$ cat config.mk
export PLATFORM = sky130hd
export DESIGN_NAME = mux_scan_ctrl
export DESIGN_NICKNAME = d
export VERILOG_FILES = /design/src/rtl/mux_scan_ctrl.sv
export SDC_FILE = /design/constraint.sdc
export NUM_CORES = 1
export LEC_CHECK = 0
export ABC_AREA = 1
export CORE_UTILIZATION = 45
export CTS_CLUSTER_DIAMETER = 200
export DETAILED_ROUTE_END_ITERATION = 10
export PLACE_DENSITY = 0.86
export SYNTH_ARGS = -nofsm -noshare
export SYNTH_HDL_FRONTEND = slang
export SYNTH_SLANG_ARGS = --single-unit
$ cat constraint.sdc
create_clock -name clk -period 3.5 [get_ports clk]
set_input_delay 0.7 -clock clk [delete_from_list [all_inputs] [get_ports clk]]
set_output_delay 0.7 -clock clk [all_outputs]
set_load 0.005 [all_outputs]
$ cat src/rtl/mux_scan_ctrl.sv
// Serializer that walks the select of an external 8:1 mux across a held byte, one beat per transfer.
// Optional build macro MUX_SCAN_PARITY_EN appends an even-parity beat after the eight data beats.
module mux_scan_ctrl #(
    parameter int SCAN_DOWN = 0
) (
    input  logic       clk,
    input  logic       rst,
    input  logic       in_valid,
    input  logic [7:0] in_data,
    output logic       in_ready,
    output logic [7:0] mux_i,
    output logic [2:0] mux_s,
    input  logic       mux_y,
    output logic       ser_valid,
    output logic       ser_bit,
    output logic       ser_last,
    input  logic       ser_ready
);

    localparam logic [2:0] FIRST_SEL = (SCAN_DOWN != 0) ? 3'd7 : 3'd0;
`ifdef MUX_SCAN_PARITY_EN
    localparam logic [3:0] LAST_BEAT = 4'd8;
`else
    localparam logic [3:0] LAST_BEAT = 4'd7;
`endif

    typedef enum logic {
        IDLE,
        SHIFT
    } state_t;

    state_t     state;
    state_t     state_next;
    logic [3:0] beat_cnt;
    logic       load;
    logic       xfer;
`ifdef MUX_SCAN_PARITY_EN
    logic       parity_q;
`endif

    // NOTE: every signal driven here gets a default first, so no path can leave one unassigned and infer a latch.
    always_comb begin
        state_next = state;
        ser_valid  = (state == SHIFT);
        ser_last   = (state == SHIFT) && (beat_cnt == LAST_BEAT);
        in_ready   = (state == IDLE) || (ser_last && ser_ready);
        load       = in_valid && in_ready;
        xfer       = ser_valid && ser_ready;
        ser_bit    = mux_y;
`ifdef MUX_SCAN_PARITY_EN
        if (beat_cnt == 4'd8) begin
            ser_bit = parity_q;
        end
`endif
        case (state)
            IDLE:    if (load) state_next = SHIFT;
            SHIFT:   if (xfer && ser_last) state_next = load ? SHIFT : IDLE;
            default: state_next = IDLE;
        endcase
    end

    // NOTE: sequential state uses non-blocking assignments so every register samples pre-edge values.
    always_ff @(posedge clk) begin
        if (rst) begin
            state <= IDLE;
        end else begin
            state <= state_next;
        end
    end

    always_ff @(posedge clk) begin
        if (rst) begin
            mux_i    <= 8'h00;
            mux_s    <= FIRST_SEL;
            beat_cnt <= 4'd0;
`ifdef MUX_SCAN_PARITY_EN
            parity_q <= 1'b0;
`endif
        end else if (load) begin
            mux_i    <= in_data;
            mux_s    <= FIRST_SEL;
            beat_cnt <= 4'd0;
`ifdef MUX_SCAN_PARITY_EN
            parity_q <= ^in_data;
`endif
        end else if (xfer && !ser_last) begin
            beat_cnt <= beat_cnt + 4'd1;
            // The parity beat reuses the final select, so stop stepping after the eighth data beat.
            if (beat_cnt != 4'd7) begin
                mux_s <= (SCAN_DOWN != 0) ? mux_s - 3'd1 : mux_s + 3'd1;
            end
        end
    end

endmodule

; After elaboration in Yosys (flattened, before gate mapping)
; Cells that the tools add are included.
[op_classes]
addsub = 2
eq_ne = 2
mux = 3
bitwise = 1
reduce_logical = 10
[op_table]
columns = op, count
row1 = 1-bit logical AND, 6
row2 = "4-bit by 1-bit adder with 4-bit output, second input constant", 1
row3 = "4-bit by 3-bit equality test with 1-bit output, second input constant", 1
row4 = "4-bit by 3-bit != test with 1-bit output, second input constant", 1
row5 = "3-bit by 1-bit adder with 3-bit output, second input constant", 1
row6 = 1-bit 2-to-1 mux, 2
row7 = 1-bit case mux with 2 select lines, 1
row8 = 2-bit AND reduction, 1
row9 = 2-bit OR reduction, 1
row10 = 1-bit zero test, 1
row11 = 1-bit logical OR, 1
row12 = 1-bit inverter, 1
[word_totals]
reg_bits = 16
input_bits = 13
output_inout_bits = 15
elab_cells = 22

; Longest topological paths before layout
[depth]
ltp_word = 8
depth_mapped = 8
mapped_depth_nobuf = 8

; Least setup slack after synthesis
; Ideal clock, no wire load.
[synth_path]
path_kind = input port to output port
startpoint = input port ser_ready
endpoint = output port in_ready
t_arrival_ns = 1.058
required_time_ns = 2.800
setup_slack_ns = 1.742
path_stages = 3
n_path_buf = 1
cell_sequence = nand4_2 > nand2_4 > buf_8
[synth_between]
elab_chain_len = 2
[synth_rtl]
columns = element, line
row1 = from (decl), 17  ; input logic ser_ready
row2 = 1-bit logical AND, 46  ; in_ready = (state == IDLE) || (ser_last && ser_ready);
row3 = 1-bit logical OR, 46
row4 = to (decl), 10  ; output logic in_ready,
; Every way passes these cells.

; Worst setup path in the final report
; Ends and elaborated chain as after synthesis.

==> results.yml <==
synthesis:
  synth_top_area_share_pct: 40.3
  synth_most_common_cell: "nand2_1"
  synthFlopType: "dfxtp_1"
  ys_seq_area_share_pct: 40.3
  synth_warnings: 0
  yosysUniqueCellTypes: 20
  synthTopCellsByCount: "27 x nand2_1, 19 x inv_1, 17 x nor2_1"
  synth_nets: 131
  synth_area_um2: 796
  synth_edf_count: 0
  ys_seq_elements: 16
  synth.area.top_cells: "dfxtp_1 40%, nand2_1 13%, inv_1 9.0%"
  netlist_instances: 116
  avgSynthCellArea_um2: 6.86
  yosysTopAreaCell: "dfxtp_1"
  postSynth.asyncResetShare_pct: 0
sta:
  setup_viol: 0
  finalHoldViolations: 0
  finalCritPeriodShare_pct: 79.6
  slew_headroom_pct: 60.8
  period_minus_slack_ps: 2790
  drv_slew: 0
  worst_slew_pin_slew_ps: 587
  fin_worst_skew_ps: 3.29
  hold_slack_ps: 491
  fin_ws_ps: 714
  fin_tns_setup_ps: 0
  rsz0062_at_grt: "false"
  fmaxAchievable_mhz: 359
global_route:
  track_usage_pct: 17.9
  grt-ovfl-total: 0
  grt_pass1_vias: 635
  grt_max_degree: 20
  grt_pass1_wl_um: 2560
  antenna_found_initial: 0
place:
  gp_congestion: 0.800
  numPortBuffers: 25
  hpwlAfterDp_um: 1130
  post-place-ws_ps: 723
worst_setup_path:
  crit_required_ps: 2800
  crit_fanout: 19
  crit_path_end_kind: "output pin"
  r2r-start: "beat_cnt[0]$_SDFFE_PP0P_"
  r2r_end: "mux_s[2]$_SDFFE_PP0P_"
  r2r_slack_ps: 2040
  critical_path_class: "in2out"
  cp-start-kind: "primary input"
  arrival_ps: 2090
  r2r_cells: 6
final_layout:
  fillers: 159
  syn_to_final_growth_pct: 33.6
  final_core_util_pct: 67.5
  num-nets-final: 157
  layout-drive-gt1-share_pct: 6.38
  n_antenna_cell: 0
cts:
  cts-root-buf: "clkbuf_4"
  clockBufferDepth: 2
  cts_sinks: 16
  cts_tree: "built"
  post-cts-setup-buffers: 0
  ctsHoldBuffers: 0
  numCtsBuffers: 3
  clkLatencyLatePin_ps: 280
  post_cts_resized: 0
  htreeDepth: 1
  path_clk_slew_ps: 90
floorplan:
  rows: 14
  core_um2: 1580
  io_pins: 28
  die_height_um: 44.1
  start_util_pct: 50.5
  die_width_um: 44.1
  dieArea_um2: 1940
hold_path:
  worstHoldPathCells: 2
  hold_start: "mux_i[4]$_SDFFE_PP0P_"
  hold_class: "reg2reg"
  holdPathEnd: "mux_i[4]$_SDFFE_PP0P_"
run:
  cap_violations: 0
pwr:
  peakVddDrop_mv: 0.252
  design_power_total_uw: 385
  p_leak_nw: 0.489
  powerDensity_nw_per_um2: 362
routing:
  wl_um: 1530
  drt_iter0_markers: 9
  drtPass1Iterations: 7
  vias: 774
  postRouteAntennaNets: 0
  drt-vias-per-instance: 4.93
  wl_per_cell_um: 9.73
  drc: 1
status:
  violations: "DRC"
  outcome: "finished with violations"
[routing by layer]
metal / share of wire [%] / track usage [%] / vias to the layer above
met3: 5.0 / 4.90 / 5
met1: 47 / 22.6 / 341
met2: 46 / 27.9 / 22
li1: - / - / 406
met5: 0 / 0 / -
met4: 1.7 / 9.09 / 0
[sequential cells by signal, summed over array words and instances, names as in the netlist]
register and count:
mux_i 8, mux_s 3, beat_cnt 4, ser_valid 1
[worst max-delay path, cell delays in order]
cell	delay (ps)
clkdlybuf4s50_1	510
nand4_2	140
nand2_4	200
clkdlybuf4s50_1	540
[cells in the final DEF (no fill, tap or decap)]
| master | n |
|---|---|
| nand2_1 | 27 |
| clkdlybuf4s50_1 | 25 |
| inv_1 | 19 |
| nor2_1 | 17 |
| dfxtp_1 | 16 |
| nand3_1 | 11 |
| a21oi_1 | 10 |
| clkbuf_4 | 3 |
| clkinv_1 | 2 |
| ha_1 | 2 |
| nand4_2 | 1 |
| nand2_4 | 1 |
| a21oi_2 | 1 |
| nand2_2 | 1 |
| inv_2 | 1 |
| o22ai_1 | 1 |
| o21bai_1 | 1 |
| nand4_1 | 1 |
| clkbuf_8 | 1 |
[how the worst max path moves through the flow]
stage               depth (start not counted)      start  slack, ps        to
floorplan                                   3  ser_ready       1740  in_ready
global placement                            4  ser_ready        730  in_ready
detailed placement                          4  ser_ready        720  in_ready
CTS                                         4  ser_ready        710  in_ready
global route                                4  ser_ready        660  in_ready
finish                                      4  ser_ready        710  in_ready
[cell families after synthesis]
kind of cell	share of synthesized area, %
AO/OA/AOI/OAI	9.12
adder cells (fa/ha/maj)	3.14
buffers and inverters	15.3
flip-flops	40.3
AND/OR/NAND/NOR	32.2
[where the power goes]
| group | switching (mW) | internal [mW] | total, mW |
|---|---|---|---|
| clock | 0.0583 | 0.0633 | 0.122 |
| combinational | 0.0290 | 0.0373 | 0.0663 |
| sequential | 0.00638 | 0.191 | 0.198 |
| total | 0.0937 | 0.292 | 0.385 |
[final cells by class]
cell class                      instances  area, µm²  share of cell area [%]
Timing Repair Buffer                   25        250                    23.5
Sequential cell                        16        320                    30.1
Multi-Input combinational cell         74        354                    33.3
Inverter                               22       82.6                    7.76
Tap cell                               16       20.0                    1.88
Clock buffer                            4       36.3                    3.41
[metrics by stage]
| step | instance area [µm²] | instances |
|---|---|---|
| finish | 1060 | 157 |
| global route | 1060 | 157 |
| CTS | 1060 | 157 |
| detailed placement | 1030 | 153 |
| global placement | 1030 | 153 |
| floorplan | 796 | 116 |
No activity file was read; power rests on OpenSTA's default activity.
